### src/rtl/regfile_writeback.sv
// Write-side controller for the register file: buffers ALU and load results in an
// in-order FIFO, drains one write per cycle and tracks outstanding writes per register.
module regfile_writeback #(
  parameter int BIT_NUMBER      = 64,
  parameter int ADDR_NUMBER     = 5,
  parameter int REGISTER_NUMBER = 16,
  parameter int FIFO_DEPTH      = 4
) (
  input  logic                         clk_i,
  input  logic                         reset_i,
  input  logic                         alu_valid_i,
  output logic                         alu_ready_o,
  input  logic [ADDR_NUMBER-1:0]       alu_dest_i,
  input  logic [BIT_NUMBER-1:0]        alu_data_i,
  input  logic                         mem_valid_i,
  output logic                         mem_ready_o,
  input  logic [ADDR_NUMBER-1:0]       mem_dest_i,
  input  logic [BIT_NUMBER-1:0]        mem_data_i,
  input  logic                         issue_valid_i,
  input  logic [ADDR_NUMBER-1:0]       issue_dest_i,
  output logic                         write_enable_o,
  output logic [ADDR_NUMBER-1:0]       dest_addr_o,
  output logic [BIT_NUMBER-1:0]        write_data_o,
  output logic [REGISTER_NUMBER-1:0]   pending_o,
  output logic [$clog2(FIFO_DEPTH):0]  fifo_count_o,
  output logic                         addr_error_o
);

  localparam int PW = $clog2(FIFO_DEPTH);
  localparam int CW = PW + 1;
  // One extra bit so REGISTER_NUMBER == 2**ADDR_NUMBER still compares correctly.
  localparam logic [ADDR_NUMBER:0] REG_LIMIT = (ADDR_NUMBER + 1)'(REGISTER_NUMBER);
  localparam logic [CW-1:0]        DEPTH     = CW'(FIFO_DEPTH);

  logic [ADDR_NUMBER-1:0]     dest_mem [FIFO_DEPTH];
  logic [BIT_NUMBER-1:0]      data_mem [FIFO_DEPTH];

  logic [PW-1:0]              wr_ptr_q, wr_ptr_d;
  logic [PW-1:0]              rd_ptr_q, rd_ptr_d;
  logic [PW-1:0]              alu_slot;
  logic [CW-1:0]              count_q, count_d;
  logic [CW-1:0]              free_slots, enq_cnt;
  logic [REGISTER_NUMBER-1:0] pending_q, pending_d;
  logic                       err_q, err_d;
  logic                       we_q;
  logic [ADDR_NUMBER-1:0]     dest_q;
  logic [BIT_NUMBER-1:0]      data_q;

  logic                       mem_acc, alu_acc;
  logic                       mem_ok, alu_ok, issue_ok;
  logic                       deq;
  logic [ADDR_NUMBER-1:0]     head_dest;

  // Readiness looks only at the registered count; a same-cycle pop is not credited.
  always_comb begin
    free_slots  = DEPTH - count_q;
    mem_ready_o = (free_slots >= CW'(1));
    alu_ready_o = (free_slots >= CW'(2)) || ((free_slots >= CW'(1)) && !mem_valid_i);
  end

  always_comb begin
    mem_acc   = mem_valid_i && mem_ready_o;
    alu_acc   = alu_valid_i && alu_ready_o;
    mem_ok    = mem_acc && ({1'b0, mem_dest_i} < REG_LIMIT);
    alu_ok    = alu_acc && ({1'b0, alu_dest_i} < REG_LIMIT);
    issue_ok  = issue_valid_i && ({1'b0, issue_dest_i} < REG_LIMIT);
    deq       = (count_q != '0);
    head_dest = dest_mem[rd_ptr_q];
    enq_cnt   = CW'(mem_ok) + CW'(alu_ok);
    alu_slot  = wr_ptr_q + PW'(mem_ok);
    wr_ptr_d  = wr_ptr_q + PW'(mem_ok) + PW'(alu_ok);
    rd_ptr_d  = rd_ptr_q + PW'(deq);
    count_d   = count_q + enq_cnt - CW'(deq);
    err_d     = err_q | (mem_acc & ~mem_ok) | (alu_acc & ~alu_ok) | (issue_valid_i & ~issue_ok);
  end

  // A set from issue overrides a clear from the dequeuing head on the same register.
  for (genvar gi = 0; gi < REGISTER_NUMBER; gi++) begin : g_pending
    localparam logic [ADDR_NUMBER-1:0] REG_ADDR = ADDR_NUMBER'(gi);
    assign pending_d[gi] = (issue_valid_i && (issue_dest_i == REG_ADDR)) ||
                           (pending_q[gi] && !(deq && (head_dest == REG_ADDR)));
  end

  always_ff @(posedge clk_i or posedge reset_i) begin
    if (reset_i) begin
      wr_ptr_q  <= '0;
      rd_ptr_q  <= '0;
      count_q   <= '0;
      pending_q <= '0;
      err_q     <= 1'b0;
      we_q      <= 1'b0;
      dest_q    <= '0;
      data_q    <= '0;
    end else begin
      wr_ptr_q  <= wr_ptr_d;
      rd_ptr_q  <= rd_ptr_d;
      count_q   <= count_d;
      pending_q <= pending_d;
      err_q     <= err_d;
      we_q      <= deq;
      if (deq) begin
        dest_q <= head_dest;
        data_q <= data_mem[rd_ptr_q];
      end
    end
  end

  // Mem entry takes the first free slot, the ALU entry the one after it.
  always_ff @(posedge clk_i) begin
    if (mem_ok) begin
      dest_mem[wr_ptr_q] <= mem_dest_i;
      data_mem[wr_ptr_q] <= mem_data_i;
    end
    if (alu_ok) begin
      dest_mem[alu_slot] <= alu_dest_i;
      data_mem[alu_slot] <= alu_data_i;
    end
  end

  assign write_enable_o = we_q;
  assign dest_addr_o    = dest_q;
  assign write_data_o   = data_q;
  assign pending_o      = pending_q;
  assign fifo_count_o   = count_q;
  assign addr_error_o   = err_q;

endmodule
### config.mk
export PLATFORM = sky130hd
export DESIGN_NAME = regfile_writeback
export DESIGN_NICKNAME = d
export VERILOG_FILES = /design/src/rtl/regfile_writeback.sv
export SDC_FILE = /design/constraint.sdc
export NUM_CORES = 1
export LEC_CHECK = 0
export ABC_AREA = 0
export BUFFER_PORTS_ARGS = -buffer_cell sky130_fd_sc_hd__buf_2
export CAP_MARGIN = 20
export CORE_ASPECT_RATIO = 1.5
export CORE_MARGIN = 8
export CORE_UTILIZATION = 55
export CTS_CLUSTER_SIZE = 12
export DETAILED_ROUTE_END_ITERATION = 10
export GPL_TIMING_DRIVEN = 0
export PLACE_DENSITY = 0.77
export SLEW_MARGIN = 30
export SYNTH_ARGS = -nofsm -noshare
export SYNTH_HDL_FRONTEND = slang
export SYNTH_SLANG_ARGS = --single-unit
### constraint.sdc
create_clock -name clk_i -period 5 [get_ports clk_i]
set_input_delay 0.25 -clock clk_i [delete_from_list [all_inputs] [get_ports clk_i]]
set_output_delay 0.25 -clock clk_i [all_outputs]
set_load 0.02 [all_outputs]
==> results.json, run 1 <==
{
  "final_common_cell": "edfxtp_1",
  "syn-instance-count": 1094,
  "crit_top_cell": "ha_1",
  "core_area_um2": 30800,
  "synth_area_per_cell_um2": 15.6,
  "synth_area_leaders": "edfxtp_1 (48%), mux2_2 (18%), dfrtp_1 (14%)",
  "worstSkewPairLatency_ns": 0.53,
  "dr.pass1.iters": 5,
  "stdcell_area_um2": 20200,
  "initial_core_util": 0.554,
  "place_area_um2": 19000,
  "die-area_um2": 37100,
  "setup_viol_count_final": 0,
  "wl_um": 43700,
  "ys.flop_type": "edfxtp_1",
  "crit_path_start_kind": "flop",
  "cts_tree": "built",
  "wire_per_inst_um": 23.9,
  "numCtsBuffers": 37,
  "yosysUniqueCellTypes": 38,
  "rows": 79,
  "ys_ff_latch": 370,
  "syn_nets": 1252,
  "grt_pass1_vias": 11266,
  "syn_area_um2": 17100,
  "yosys_warnings": 0,
  "async_reset_ff_frac": 0.254,
  "cp_slowest_cell": "or4b_2",
  "rsz0062_at_grt": "false",
  "cts_setup_buffers": 0,
  "r2r_slack_ns": 0.40,
  "min_path_type": "input port to flop",
  "ir_drop_v": 0.000393,
  "slowest_delay_ns": 0.62,
  "finalWeightedCongestion": 0.806,
  "p_leak_nw": 7.80,
  "whs_ns": 0.0286,
  "h-tree-depth": 2,
  "hold_viol_final": 0,
  "antenna_found_initial": 12,
  "synthToLayoutAreaGrowth_pct": 18.0,
  "critPathCaptureType": "flop",
  "outcome": "finished clean",
  "worst_slew_pin_slew_ns": 0.999,
  "dp_hpwl_um": 29300,
  "cts.hold.buffers_added": 4,
  "min_from": "issue_dest_i[0]",
  "r2r-end": "data_mem[2][30]",
  "min_period_over_period": 0.919,
  "cts_resized": 0,
  "grt_pass1_wl_um": 66400,
  "synth_top_area_frac": 0.485,
  "relSlewSlack": 0.334,
  "worst_hold_path.num_cells": 3,
  "clk_pin_slew_ns": 0.06,
  "path_max_fanout": 25,
  "route.detailed.drc": 0,
  "fmax_mhz": 218,
  "layout_common_cells": "edfxtp_1 (276), buf_2 (271), mux2_2 (267), nand2_1 (239), dfrtp_1 (94)",
  "drv_cap": 0,
  "seq_area_frac_synth": 0.622,
  "die_width_um": 160,
  "power_density_nw_per_um2": 594,
  "worstPathArrival_ns": 4.82,
  "ios": 240,
  "port_buffers": 239,
  "antenna_left": 0,
  "path_class": "flop to flop",
  "die_h_um": 232,
  "synth_edf_count": 276,
  "final.min_clock_period_ns": 4.60,
  "grt_overflow_total": 0,
  "cp.required_ns": 5.22,
  "viasPerCell": 5.69,
  "cts_max_path_buffers": 3,
  "worstReg2RegStart": "fifo_count_o[0]",
  "cts_root_buffer": "clkbuf_16",
  "r2r_cells": 14,
  "drtIter0Drc": 591,
  "vias": 10390,
  "fin_nets": 1543,
  "finClkSkew_ns": 0.0132,
  "yosys.area.top_type": "edfxtp_1",
  "grtUsageTotal": 0.236,
  "final_max_slew_viol_count": 0,
  "path_cells": "inv_1 -> ha_1 -> ha_1 -> or4b_2 -> nand2_1 -> or2_2 -> inv_1 -> ha_1 -> xnor2_1 -> nor3b_4 -> buf_6 -> a31o_4 -> buf_12 -> buf_12",
  "hold_path_end": "pending_o[3]",
  "drive_gt1_frac": 0.481,
  "cts.sinks": 370,
  "grt_max_degree": 54
}
worst max-delay path, delay by kind of cell, from the launching register on:
kind	cells	cell delay (ns)
flops	1	0.41
xor+xnor	1	0.23
compound gates	1	0.41
simple gates	4	1.49
buf+inv	5	1.00
fa+ha+maj	3	0.71
through the flow:
stage / power, mW / instances / worst slack, ns / util / setup TNS, ns
3_5_place_dp: 9.51 / 1747 / 0.392 / 0.617 / 0
2_1_floorplan: 7.84 / 1094 / 0.448 / - / 0
4_1_cts: 12.1 / 1816 / 0.361 / 0.654 / 0
5_1_grt: 12.6 / 1824 / 0.188 / 0.654 / 0
6_report: 12.0 / 1826 / 0.405 / 0.654 / 0
3_3_place_gp: 9.30 / 1738 / -0.660 / 0.610 / -146.35
Yosys cell counts (2+ instances only):
| master | count |
|---|---|
| edfxtp_1 | 276 |
| mux2_2 | 267 |
| nand2_1 | 239 |
| dfrtp_1 | 94 |
| mux4_2 | 69 |
| buf_2 | 32 |
| clkbuf_1 | 14 |
| o21ai_1 | 12 |
| inv_1 | 11 |
| buf_1 | 8 |
| ha_1 | 8 |
| buf_6 | 7 |
| nor2b_1 | 6 |
| a31o_2 | 5 |
| mux2_1 | 5 |
| nand3_1 | 5 |
| o21ai_0 | 4 |
| nand2b_1 | 3 |
| xnor2_1 | 3 |
| a21oi_1 | 2 |
| and3b_1 | 2 |
| fa_1 | 2 |
| nor4bb_1 | 2 |
| or2_2 | 2 |
| or4b_4 | 2 |
| xor2_1 | 2 |
kinds of logic after synthesis:
group	count (synthesis)	share of synthesized area
compound gates	24	0.00827
xor+xnor	5	0.00256
fa+ha+maj	10	0.00820
buf+inv	74	0.0219
flops	370	0.622
mux	341	0.270
simple gates	270	0.0669
flip-flops by register name, indices dropped and copies added (netlist names):
register and count:
write_data_o 64, data_mem 256, dest_addr_o 5, rd_ptr_q 2, wr_ptr_q 2, fifo_count_o 3, dest_mem 20, pending_o 16
write_enable_o 1, addr_error_o 1
layout make-up:
cell class	count	area (um2)
antenna	10	25.0
clock buffer	64	1080
buffer	62	329
inverter	12	50.0
timing repair buffer	252	1420
multi-input combinational	650	6120
sequential	370	10600
clock inverter	1	8.76
fill	2327	10700
tap	405	507
per-layer routing:
metal	global-route usage	wire length, um	up-vias
met5	0	22	-
met1	0.271	16000	5241
li1	-	-	4700
met3	0.0461	2770	86
met4	0.0923	1360	4
met2	0.429	23500	359
how the worst max path moves through the flow:
stage               startpoint         endpoint  slack (ns)  depth (start not counted)
2_1_floorplan  fifo_count_o[0]   data_mem[0][0]        0.45                         13
3_3_place_gp   fifo_count_o[0]  data_mem[0][10]       -0.66                         13
3_5_place_dp   fifo_count_o[0]  data_mem[2][52]        0.39                         14
4_1_cts        fifo_count_o[0]  data_mem[2][30]        0.36                         14
5_1_grt        fifo_count_o[0]  data_mem[2][30]        0.19                         14
6_report       fifo_count_o[0]  data_mem[2][30]        0.40                         14
power breakdown:
part	total, mW	internal (mW)	leakage [nW]	switching [mW]
registers	4.80	4.44	3.63	0.365
logic	4.59	1.89	3.64	2.71
clock network	2.59	1.46	0.521	1.12
No activity file was read; power rests on OpenSTA's default activity.
==> run 2, diff against run 1 <==
BUFFER_PORTS_ARGS = not set   (was -buffer_cell sky130_fd_sc_hd__buf_2)
DONT_BUFFER_PORTS = 1   (was not set)
PLACE_DENSITY = 0.7   (was 0.77)
==> results.json, run 2 (synthesized netlist as in run 1, its figures left out) <==
{
  "drv_cap": 0,
  "clk_pin_slew_ns": 0.06,
  "path_max_fanout": 10,
  "worstPathArrival_ns": 5.10,
  "core_area_um2": 30800,
  "ir_drop_v": 0.000398,
  "drive_gt1_frac": 0.327,
  "die_width_um": 160,
  "wire_per_inst_um": 26.5,
  "layout_common_cells": "edfxtp_1 (276), mux2_2 (267), nand2_1 (239), dlygate4sd3_1 (209), dfrtp_1 (92)",
  "vias": 10509,
  "grt_max_degree": 63,
  "antenna_left": 0,
  "hold_viol_final": 0,
  "finClkSkew_ns": 0.0157,
  "finalWeightedCongestion": 0.916,
  "grt_pass1_wl_um": 71900,
  "initial_core_util": 0.554,
  "cts_tree": "built",
  "grt_overflow_total": 0,
  "outcome": "finished clean",
  "fin_ws_ns": 0.179,
  "post-route-util": 0.688,
  "grtUsageTotal": 0.259,
  "numCtsBuffers": 38,
  "dr.pass1.iters": 5,
  "largest-register": "data_mem",
  "rows": 79,
  "cts_root_buffer": "clkbuf_16",
  "die-area_um2": 37100,
  "fillers": 2193,
  "port_buffers": 0,
  "min_period_over_period": 0.964,
  "p_leak_nw": 7.78,
  "worst_slew_pin_slew_ns": 0.950,
  "synthToLayoutAreaGrowth_pct": 24.1,
  "instances_no_fill": 1797,
  "power_density_nw_per_um2": 570,
  "crit_path_start_kind": "flop",
  "path_class": "flop to flop",
  "setup_tns_ns": 0,
  "largest_reg_flops": 256,
  "antenna_found_initial": 7,
  "min_path_type": "input port to flop",
  "route.detailed.drc": 0,
  "relSlewSlack": 0.366,
  "power_mw": 12.1,
  "critPathCaptureType": "flop",
  "cts.sinks": 370,
  "wl_um": 47600,
  "dp_worst_setup_slack_ns": -0.159,
  "final_max_slew_viol_count": 0,
  "worstSkewPairLatency_ns": 0.53,
  "final.min_clock_period_ns": 4.82,
  "fin_nets": 1514,
  "fmax_mhz": 207,
  "viasPerCell": 5.85,
  "drtIter0Drc": 667,
  "cts_max_path_buffers": 3,
  "dp_hpwl_um": 29100,
  "cp.required_ns": 5.28,
  "grt_pass1_vias": 11729,
  "placed_cells": 1508,
  "final_common_cell": "edfxtp_1",
  "h-tree-depth": 2,
  "ios": 240,
  "setup_viol_count_final": 0,
  "die_h_um": 232
}
## run 2: cell types whose count changed in the layout (fill, tap and decap cells not counted), sizes merged
| cell | change |
|---|---|
| dlygate4sd3 | +205 |
| buf | -242 |
| diode | -2 |
| a31o | +1 |
| clkbuf | +8 |
| clkinv | +1 |
## run 2: timing repair
action	4_1_cts	5_1_grt
hold buffers	209	0
cloned	1	0
setup buffers	1	2
hold endpoints to repair	387	0
resized for setup	2	11
setup endpoints to repair	54	178
pin swaps	0	1
## run 2: worst paths after layout
kind / start / end / slack, ns / depth (start not counted)
max: fifo_count_o[0] / data_mem[0][6] / 0.18 / 14
min: issue_dest_i[1] / pending_o[2] / 0.03 / 3
max reg2reg: fifo_count_o[0] / data_mem[0][6] / 0.18 / 14
min reg2reg: rd_ptr_q[0] / rd_ptr_q[0] / 0.55 / 1
max in group asynchronous: reset_i / write_data_o[21] / 4.11 / 3
min in group asynchronous: reset_i / write_data_o[31] / 0.21 / 2
## run 2: layout make-up
class,count,area [um2],share of cell area
antenna,8,20.0,0.000944
buffer,62,349,0.0165
clock buffer,66,1170,0.0551
clock inverter,2,15.0,0.000708
inverter,12,50.0,0.00236
multi-input combinational,651,6150,0.290
sequential,370,10600,0.502
tap,405,507,0.0239
timing repair buffer,221,2310,0.109
## run 2: stage by stage
stage          hold slack (ns)  instance area (um2)
3_5_place_dp             0.137                17800
3_3_place_gp             0.383                17600
5_1_grt                 0.0236                21200
2_1_floorplan            0.379                17100
4_1_cts                0.00657                21100
6_report                0.0314                21200
## run 2: layer usage
layer	global-route usage	part of all wire	vias to the layer above	wire length, um
li1	-	-	4666	-
met5	0	0	-	0
met3	0.0596	0.067	82	3220
met2	0.464	0.53	350	25400
met4	0.0987	0.027	0	1280
met1	0.296	0.37	5411	17800
## run 2: worst max-delay path, cell delays in order (launching register included)
cell and delay [ns]:
dfrtp_2 0.45, inv_1 0.12, ha_1 0.21, ha_1 0.29, or4b_2 0.72, nand2_1 0.11
or2_2 0.13, inv_1 0.17, ha_1 0.32, xnor2_4 0.30, and3b_1 0.21, buf_2 0.28
clkbuf_4 0.33, mux2_2 0.36, dlygate4sd3_1 0.56
## run 2: where the power goes
| group | internal, mW | switching [mW] |
|---|---|---|
| logic | 1.79 | 2.19 |
| registers | 4.43 | 0.948 |
| clock network | 1.59 | 1.16 |
| total | 7.81 | 4.29 |
